### src/rtl/memory_arbiter_pkg.sv
// Shared types for the multicore RAM arbiter: RAM word/state types, arbiter FSM states
// and requester-count derivations.
package memory_arbiter_pkg;

   localparam int unsigned WORD_W = 32;

   typedef logic [WORD_W-1:0] word_t;

   typedef enum logic [1:0] {
      FREE   = 2'd0,
      BUSY   = 2'd1,
      ACCESS = 2'd2,
      ERROR  = 2'd3
   } ramstate_t;

   typedef enum logic {
      IDLE = 1'b0,
      OWN  = 1'b1
   } arb_state_t;

   // Each core contributes a dcache (even index) and an icache (odd index) requester.
   function automatic int unsigned reqs_of(input int unsigned cpus);
      return 2 * cpus;
   endfunction

   function automatic int unsigned idx_w_of(input int unsigned reqs);
      return (reqs > 1) ? $clog2(reqs) : 1;
   endfunction

endpackage

### src/rtl/memory_arbiter_rr_picker.sv
// Combinational round-robin picker: first asserted request at or after ptr_i, wrapping.
module rr_picker #(
   parameter int unsigned N     = 4,
   parameter int unsigned IDX_W = 2
) (
   input  logic [N-1:0]     req_i,
   input  logic [IDX_W-1:0] ptr_i,
   output logic             valid_o,
   output logic [IDX_W-1:0] idx_o
);

   logic [IDX_W-1:0] cand;

   always_comb begin
      valid_o = 1'b0;
      idx_o   = '0;
      cand    = '0;
      for (int unsigned k = 0; k < N; k++) begin
         cand = IDX_W'((32'(ptr_i) + k) % N);
         if (!valid_o && req_i[cand]) begin
            valid_o = 1'b1;
            idx_o   = cand;
         end
      end
   end

endmodule

### src/rtl/memory_arbiter.sv
// Round-robin owner arbiter sharing one single-ported RAM among the instruction and
// data ports of CPUS cores, with optional bounded lock for data block transfers.
module memory_arbiter
   import memory_arbiter_pkg::*;
#(
   parameter int unsigned CPUS     = 2,
   parameter int unsigned HOLD_MAX = 8
) (
   input  logic            CLK,
   input  logic            nRST,
   input  logic [CPUS-1:0] iREN,
   input  word_t           iaddr    [CPUS],
   input  logic [CPUS-1:0] dREN,
   input  logic [CPUS-1:0] dWEN,
   input  word_t           daddr    [CPUS],
   input  word_t           dstore   [CPUS],
   input  logic [CPUS-1:0] dlock,
   output logic [CPUS-1:0] iwait,
   output logic [CPUS-1:0] dwait,
   output word_t           iload    [CPUS],
   output word_t           dload    [CPUS],
   output logic [CPUS-1:0] derr,
   output logic [CPUS-1:0] ierr,
   output word_t           ramaddr,
   output word_t           ramstore,
   output logic            ramREN,
   output logic            ramWEN,
   input  word_t           ramload,
   input  ramstate_t       ramstate
);

   localparam int unsigned REQS  = reqs_of(CPUS);
   localparam int unsigned IDX_W = idx_w_of(REQS);
   localparam int unsigned CNT_W = $clog2(HOLD_MAX + 1);

   arb_state_t       state_q, state_d;
   logic [IDX_W-1:0] owner_q, owner_d;
   logic [IDX_W-1:0] rr_ptr_q, rr_ptr_d;
   logic [CNT_W-1:0] hold_q, hold_d;

   logic [REQS-1:0]  req_vec;
   logic             pick_valid;
   logic [IDX_W-1:0] pick_idx;

   logic             own_req, own_ren, own_wen, own_lock, own_is_data;
   word_t            own_addr, own_store;
   logic             done_c, err_c, keep_c;
   logic [IDX_W-1:0] next_ptr;

   always_comb begin
      req_vec = '0;
      for (int unsigned c = 0; c < CPUS; c++) begin
         req_vec[2*c]   = dREN[c] | dWEN[c];
         req_vec[2*c+1] = iREN[c];
      end
   end

   rr_picker #(
      .N     (REQS),
      .IDX_W (IDX_W)
   ) u_rr_picker (
      .req_i   (req_vec),
      .ptr_i   (rr_ptr_q),
      .valid_o (pick_valid),
      .idx_o   (pick_idx)
   );

   // Owner's request view; write wins over read on a data port.
   always_comb begin
      own_req     = 1'b0;
      own_ren     = 1'b0;
      own_wen     = 1'b0;
      own_lock    = 1'b0;
      own_is_data = 1'b0;
      own_addr    = '0;
      own_store   = '0;
      for (int unsigned c = 0; c < CPUS; c++) begin
         if (owner_q == IDX_W'(2*c)) begin
            own_req     = dREN[c] | dWEN[c];
            own_ren     = dREN[c] & ~dWEN[c];
            own_wen     = dWEN[c];
            own_lock    = dlock[c];
            own_is_data = 1'b1;
            own_addr    = daddr[c];
            own_store   = dstore[c];
         end
         if (owner_q == IDX_W'(2*c+1)) begin
            own_req  = iREN[c];
            own_ren  = 1'b1;
            own_addr = iaddr[c];
         end
      end
   end

   assign done_c   = (state_q == OWN) && own_req && (ramstate == ACCESS);
   assign err_c    = (state_q == OWN) && own_req && (ramstate == ERROR);
   assign keep_c   = own_is_data && own_lock && ((32'(hold_q) + 32'd1) < HOLD_MAX);
   assign next_ptr = (owner_q == IDX_W'(REQS - 1)) ? '0 : owner_q + IDX_W'(1);

   always_comb begin
      state_d  = state_q;
      owner_d  = owner_q;
      rr_ptr_d = rr_ptr_q;
      hold_d   = hold_q;
      unique case (state_q)
         IDLE: begin
            if (pick_valid) begin
               state_d = OWN;
               owner_d = pick_idx;
               hold_d  = '0;
            end
         end
         OWN: begin
            if (!own_req) begin
               state_d = IDLE;
            end else if (done_c) begin
               if (keep_c) begin
                  hold_d = hold_q + CNT_W'(1);
               end else begin
                  state_d  = IDLE;
                  rr_ptr_d = next_ptr;
               end
            end else if (err_c) begin
               state_d  = IDLE;
               rr_ptr_d = next_ptr;
            end
         end
      endcase
   end

   always_ff @(posedge CLK or negedge nRST) begin
      if (!nRST) begin
         state_q  <= IDLE;
         owner_q  <= '0;
         rr_ptr_q <= '0;
         hold_q   <= '0;
      end else begin
         state_q  <= state_d;
         owner_q  <= owner_d;
         rr_ptr_q <= rr_ptr_d;
         hold_q   <= hold_d;
      end
   end

   // RAM drive and per-port handshake follow the state register, so async reset clears them at once.
   always_comb begin
      ramaddr  = '0;
      ramstore = '0;
      ramREN   = 1'b0;
      ramWEN   = 1'b0;
      iwait    = '1;
      dwait    = '1;
      ierr     = '0;
      derr     = '0;
      if (state_q == OWN) begin
         ramaddr  = own_addr;
         ramstore = own_store;
         ramREN   = own_ren;
         ramWEN   = own_wen;
      end
      for (int unsigned c = 0; c < CPUS; c++) begin
         iload[c] = ramload;
         dload[c] = ramload;
         if (owner_q == IDX_W'(2*c)) begin
            dwait[c] = ~done_c;
            derr[c]  = err_c;
         end
         if (owner_q == IDX_W'(2*c+1)) begin
            iwait[c] = ~done_c;
            ierr[c]  = err_c;
         end
      end
   end

endmodule

### config.mk
export PLATFORM = sky130hd
export DESIGN_NAME = memory_arbiter
export DESIGN_NICKNAME = d
export VERILOG_FILES = /design/src/rtl/memory_arbiter_pkg.sv /design/src/rtl/memory_arbiter_rr_picker.sv /design/src/rtl/memory_arbiter.sv
export SDC_FILE = /design/constraint.sdc
export NUM_CORES = 1
export LEC_CHECK = 0
export CORE_AREA = 4 4 170 172
export DETAILED_ROUTE_END_ITERATION = 10
export DIE_AREA = 0 0 174 176
export SLEW_MARGIN = 30
export SYNTH_ARGS = -nofsm -noshare
export SYNTH_HDL_FRONTEND = slang
export SYNTH_HIERARCHICAL = 1
export SYNTH_SLANG_ARGS = --single-unit
### constraint.sdc
create_clock -name CLK -period 4.2 [get_ports CLK]
set_input_delay 1.05 -clock CLK [delete_from_list [all_inputs] [get_ports CLK]]
set_output_delay 1.05 -clock CLK [all_outputs]
set_load 0.005 [all_outputs]
### Yosys cells after proc, flatten, opt, wreduce, memory -nomap -nowiden

Cells that the tools add are included.

| operators by class | value |
|---|---|
| bitwise logic cells | 8 |
| magnitude comparators | 5 |
| $add $sub $neg | 6 |
| reductions and logical operators | 16 |
| multiplexer cells | 63 |
| eq/ne operators | 10 |

Operators by type and width:

| operator | count |
|---|---|
| 2-to-1 mux 32 bit | 8 |
| 2-to-1 mux 1 bit | 37 |
| 2-to-1 mux 2 bit | 8 |
| 2-to-1 mux 4 bit | 4 |
| < comparator 2 x 3 -> 1 bit (second input constant) | 4 |
| binary-select mux 1 bit (select 2 bit) | 4 |
| equality test 2 bit (second input constant) | 4 |
| logical AND 1 bit | 8 |
| one-hot mux 4 bit (2 select lines) | 1 |
| AND reduction 4 bit | 2 |
| inequality test 2 x 1 -> 1 bit (second input constant) | 3 |
| adder 4 x 1 -> 5 bit (second input constant) | 1 |
| < comparator 5 x 4 -> 1 bit (second input constant) | 1 |
| adder 2 x 1 -> 2 bit (second input constant) | 2 |
| adder 2 bit (second input constant) | 2 |
| adder 4 x 1 -> 4 bit (second input constant) | 1 |
| inequality test 2 bit (second input constant) | 2 |
| NOT 1 bit | 4 |
| logical NOT 1 bit | 3 |
| bitwise AND 1 bit | 2 |
| equality test 2 x 1 -> 1 bit (second input constant) | 1 |
| logical NOT 2 bit | 1 |
| OR 1 bit | 2 |
| one-hot mux 1 bit (2 select lines) | 1 |
| 2 further kinds | 2 |

| storage, ports and cells | value |
|---|---|
| output and inout port bits | 202 |
| input port bits | 236 |
| logic and storage cells | 112 |
| bits in registers | 9 |

### Logic depth before layout (Yosys ltp)

Gate-level depths: netlist of run 1.

| depth | value |
|---|---|
| depth after elaboration | 15 |
| depth in mapped cells | 9 |
| gate-level depth less buffers | 7 |

### Modules after synthesis

Netlist of run 1, hierarchy kept.

By module, submodules not included:

| module | times used | seq. area each (µm²) | cells an instance | area an instance (µm²) |
|---|---|---|---|---|
| memory_arbiter | 1 | 225.2 | 471 | 3246.9 |
| rr_picker | 1 | 0.0 | 15 | 77.6 |

### Least setup slack after synthesis of run 1

OpenSTA, ideal clock, no wires.

| path | value |
|---|---|
| path kind | input port to output port |
| start | in dWEN[1] |
| end | out dwait[0] |
| arrival | 2.102 ns |
| required time | 3.150 ns |
| slack | 1.048 ns |
| cell stages on the path | 5 |
| path buffers | 0 |
| cells stage by stage | or2_2 > nor3b_1 > nor4_4 > nor2b_1 > nand2_1 |

| between the ends | value |
|---|---|
| cells in the longest elaborated chain, start to end | 7 |

Ends and longest elaborated chain:

| item | line | source |
|---|---|---|
| start, declared | memory_arbiter.sv:14 | `input logic [CPUS-1:0] dWEN,` |
| OR 1 bit | memory_arbiter.sv:79 | `own_req = dREN[c] \| dWEN[c];` |
| 2-to-1 mux 1 bit | memory_arbiter.sv:78 | `if (owner_q == IDX_W'(2*c)) begin` |
| 2-to-1 mux 1 bit | memory_arbiter.sv:87 | `if (owner_q == IDX_W'(2*c+1)) begin` |
| logical AND 1 bit (2 in series) | memory_arbiter.sv:95 | `assign done_c = (state_q == OWN) && own_req && (ramstate == ACCESS);` |
| NOT 1 bit | memory_arbiter.sv:165 | `dwait[c] = ~done_c;` |
| 2-to-1 mux 1 bit | memory_arbiter.sv:164 | `if (owner_q == IDX_W'(2*c)) begin` |
| end, declared | memory_arbiter.sv:19 | `output logic [CPUS-1:0] dwait,` |

No other way between the ends.

### Final worst setup path of run 1

| path | value |
|---|---|
| start | in dWEN[0] |
| end | out dwait[1] |

| between the ends | value |
|---|---|
| cells in the longest elaborated chain, start to end | 9 |

Ends and longest elaborated chain:

| item | line | source |
|---|---|---|
| OR 1 bit | -- |  |
| net req_vec[0] | memory_arbiter.sv:41 | `logic [REQS-1:0] req_vec;` |
| 2-to-1 mux 1 bit | memory_arbiter.sv:78 |  |
| 2-to-1 mux 1 bit | memory_arbiter.sv:87 |  |
| 2-to-1 mux 1 bit | memory_arbiter.sv:78 |  |
| 2-to-1 mux 1 bit | memory_arbiter.sv:87 |  |
| logical AND 1 bit (2 in series) | memory_arbiter.sv:95 |  |
| NOT 1 bit | memory_arbiter.sv:165 |  |
| 2-to-1 mux 1 bit | memory_arbiter.sv:164 |  |

The timed path passes the listed nets, and every way through them passes these cells.

==> out/qor.txt, run 1 <==
ANT nets after route -> 0
H-tree depth -> 1
Kind of end point of the critical path -> primary output
Count of buffers inserted at the top-level ports -> 277
Clock tree from TritonCTS -> built
Die height -> 176 um
Buffer levels on the longest clock path -> 2
Total DRC errors in the routed layout -> 0
Power density cells -> 519.4 mW/mm^2
Slowest Stage Delay on Critical Path -> 0.51 ns
Maximum clock skew at final layout -> 0.0004273 ns
Synthesized instance count -> 486
Outcome -> finished, final reports clean
Type of the worst setup path -> in -> out
DIE WIDTH -> 174 um
Iter 0 DRT Violations -> 117
Netlist cell types -> 38
Worst Hold Slack -> 0.5147 ns
Root cell of the clock tree -> clkbuf_16
Post-synthesis register bit count -> 9
Cell with the largest stage delay on the worst path -> clkdlybuf4s50_1
Mapped Nets -> 727
Max FO, Critical Path -> 6
Peak supply drop -> 399.4 uV
Filler Cells Inserted -> 3081
CP required -> 3.15 ns
Routed via count divided by cell count -> 3.863
Terminus of the critical flop-to-flop path -> rr_ptr_q[1]
Clock slew at reported path FFs -> 0.04 ns
Number of antenna violations at the first check in global routing -> 0
Placeable core region -> 0.02748 sq mm
# Max-Cap Violations -> 0
WL final -> 14600 um
Critical path cell sequence -> clkdlybuf4s50_1, or2_2, a21oi_2, nor4_4, nor2b_4, nand2_1, clkdlybuf4s50_1
Sequential cell area fraction in the yosys report -> 6.775%
Final weighted congestion of routability-driven global placement -> 0.7873
FF-to-FF setup slack -> 1.73 ns
Worst hold stages -> 1
TritonRoute pass-1 iters -> 4
Setup Total Neg Slack -> 0 ns
Max frequency -> 0.2477 GHz
Hold buffer count at cts -> 0
Setup slack at placement -> 0.07957 ns
Hold path startpoint -> hold_q[0]
Post-detailed-placement half-perimeter wirelength -> 11860 um
Worst slew slack as a fraction of its limit -> 67.81%
Number of nets in the layout -> 855
Startpoint class of the critical path -> input port
Setup ws final -> 0.1625 ns
Number of max-slew violations in the final report -> 0
Tightest Pin Transition -> 0.4828 ns
Depth of the worst register-to-register path -> 8
Source of the worst register-to-register timing path -> owner_q[0]
Classification of the worst-slack hold path -> reg -> reg
Launch point of the worst path -> dWEN[0]
Unrepaired setup endpoints after global routing -> no
Clock net sink count -> 9
Ant diodes -> 0
Clock Latency Late Sink -> 0.24 ns
Fraction of layout instances using a drive strength above 1 -> 5.057%
Number of placement rows -> 61
Endpoint with the worst hold slack -> hold_q[0]
Routed via count -> 3705
CTS Buf Count -> 3
Post-synthesis area per instance -> 6.840 sq um
Area enclosed by the die boundary -> 0.03062 sq mm
Largest net degree at the start of global routing -> 64
Routed wire length per instance -> 15.23 um
Count of endpoints failing setup in the final report -> 0
Cell repeated most along the worst path -> clkdlybuf4s50_1
P&R area growth vs syn -> 70.27%
Initial core utilization -> 12.10%
Post-route cell area -> 0.005660 sq mm
Top-level I/O count -> 438
Arrival time of data at the critical path endpoint -> 2.99 ns
Number of global-route vias before repair -> 3773
Cell area after synthesis -> 0.003324 sq mm
Post-route fraction of the period consumed by the critical path -> 96.13%
Wire length of the first global-routing pass -> 21600 um
Area post-placement -> 0.005574 sq mm
Count of yosys warnings during synthesis -> 6
Number of failing hold endpoints at the final stage -> 0
GRT Total Usage -> 8.663%
Tmin final -> 4.038 ns
Static Leakage -> 1.990 nW
Overflow left after global routing -> 0
Post CTS Setup Buffer Count -> 0
## Yosys cell counts
| cell type | n | area [sq um] |
|---|---|---|
| buf_4 | 129 | 968.4 |
| nor2b_1 | 97 | 606.8 |
| a21oi_1 | 39 | 195.2 |
| a22oi_1 | 32 | 240.2 |
| clkbuf_1 | 32 | 120.1 |
| nor3_1 | 32 | 160.2 |
| a221oi_1 | 31 | 271.5 |
| nand2_1 | 17 | 63.81 |
| dfrtp_1 | 9 | 225.2 |
| inv_1 | 9 | 33.78 |
| o21ai_0 | 6 | 30.03 |
| and3_1 | 5 | 31.28 |
| buf_1 | 5 | 18.77 |
| ha_1 | 5 | 62.56 |
| and2_1 | 3 | 18.77 |
| mux2i_1 | 3 | 30.03 |
| nand2b_1 | 3 | 18.77 |
| nand3b_1 | 3 | 22.52 |
| nor2_1 | 3 | 11.26 |
| and4b_1 | 2 | 20.02 |
| mux2_2 | 2 | 22.52 |
| nand3_1 | 2 | 10.01 |
| or2_2 | 2 | 12.51 |
| a211o_1 | 1 | 8.760 |
| a21oi_2 | 1 | 8.760 |
| a221o_1 | 1 | 10.01 |
| a311o_1 | 1 | 10.01 |
| a31o_2 | 1 | 8.760 |
| a31oi_1 | 1 | 6.260 |
| and2b_1 | 1 | 7.510 |
| buf_2 | 1 | 5.000 |
| inv_2 | 1 | 3.750 |
| nand3_2 | 1 | 10.01 |
| nor3b_1 | 1 | 7.510 |
| nor4_4 | 1 | 21.27 |
| o21a_1 | 1 | 7.510 |
| o221ai_1 | 1 | 8.760 |
| or3_1 | 1 | 6.260 |
## cells in the final DEF (no fill, tap or decap), types with 2 or more instances in the layout
| cell | Yosys | final |
|---|---|---|
| mux2_2 | 2 | 2 |
| and2_1 | 3 | 3 |
| buf_4 | 129 | 10 |
| nand3b_1 | 3 | 3 |
| inv_1 | 9 | 9 |
| ha_1 | 5 | 2 |
| dfrtp_1 | 9 | 8 |
| mux2i_1 | 3 | 3 |
| a22oi_1 | 32 | 32 |
| ha_2 | 0 | 2 |
| o21ai_0 | 6 | 6 |
| and4b_1 | 2 | 2 |
| nor3_1 | 32 | 32 |
| clkdlybuf4s50_1 | 0 | 277 |
| nand3_1 | 2 | 2 |
| nand2_1 | 17 | 17 |
| clkbuf_16 | 0 | 3 |
| buf_12 | 0 | 3 |
| a221oi_1 | 31 | 31 |
| a21oi_1 | 39 | 39 |
| and3_1 | 5 | 5 |
| nor2_1 | 3 | 3 |
| nor2b_1 | 97 | 95 |
| nand2b_1 | 3 | 3 |
| or2_2 | 2 | 2 |
## critical path, delay by kind of cell
family,cells,cell delay [ns]
and+or+nand+nor,4,0.89
AOI/OAI and AO/OA,1,0.09
buffers and inverters,2,0.96
## through the flow
step           util (%)  power [mW]  instances
2_1_floorplan         -       1.569        486
3_5_place_dp      20.29       2.798        955
3_3_place_gp      20.29       2.780        955
6_report          20.60       2.940        959
5_1_grt           20.60       3.207        959
4_1_cts           20.57       2.985        959
## layout make-up
| type | count | area [sq um] | area share, % |
|---|---|---|---|
| Sequential cell | 9 | 226.5 | 4.001 |
| Inverter | 10 | 37.54 | 0.6631 |
| Tap cell | 346 | 432.9 | 7.648 |
| Timing Repair Buffer | 290 | 2908 | 51.37 |
| Clock buffer | 4 | 78.83 | 1.393 |
| Multi-Input combinational cell | 300 | 1977 | 34.92 |
## worst max path at each step
stage,to,slack [ns],cells past startpoint
after detailed placement,dwait[0],0.08,7
final,dwait[1],0.16,7
after CTS,dwait[1],0.07,7
after global placement,dwait[0],0.10,7
after global routing,iwait[0],0.04,8
after floorplan,dwait[0],1.05,5
## routing by layer
| metal | global-route usage (%) | share of wire (%) |
|---|---|---|
| met5 | 0 | 0 |
| met4 | 2.408 | 2.6 |
| met3 | 2.355 | 7.7 |
| met2 | 14.80 | 49 |
| met1 | 10.76 | 41 |
## logic make-up (layout without fill, tap and decap cells)
kind of cell	count (synthesis)	count (layout)	share of synthesized area, %
buf+inv	177	304	34.59
simple gates	174	174	30.94
compound gates	116	116	24.24
flops	9	9	6.775
fa+ha+maj	5	5	1.882
mux	5	5	1.581
## power breakdown
| group | switching, mW | total, mW | internal [mW] |
|---|---|---|---|
| Clock | 0.0426 | 0.170 | 0.127 |
| Combinational | 1.16 | 2.59 | 1.43 |
| Sequential | 0.0652 | 0.179 | 0.113 |
## what timing repair did
action / CTS / global route
hold endpoints to repair: 0 / 0
gates resized for setup: 0 / 2
setup endpoints to repair: 0 / 3
## flip-flops by register name (all words and copies together), names as in the netlist
signal,cells
hold_q,4
owner_q,2
rr_ptr_q,2
state_q,1
Power figures use the tool's default switching activity.
==> run 2: changes to the inputs <==
--- a/config.mk
+++ b/config.mk
@@ -5,6 +5,7 @@
 export SDC_FILE = /design/constraint.sdc
 export NUM_CORES = 1
 export LEC_CHECK = 0
+export CAP_MARGIN = 0
 export CORE_AREA = 4 4 170 172
 export DETAILED_ROUTE_END_ITERATION = 10
 export DIE_AREA = 0 0 174 176
==> results of run 2 <==
Same layout as run 1: the final DEF is identical, and so are final timing and power.
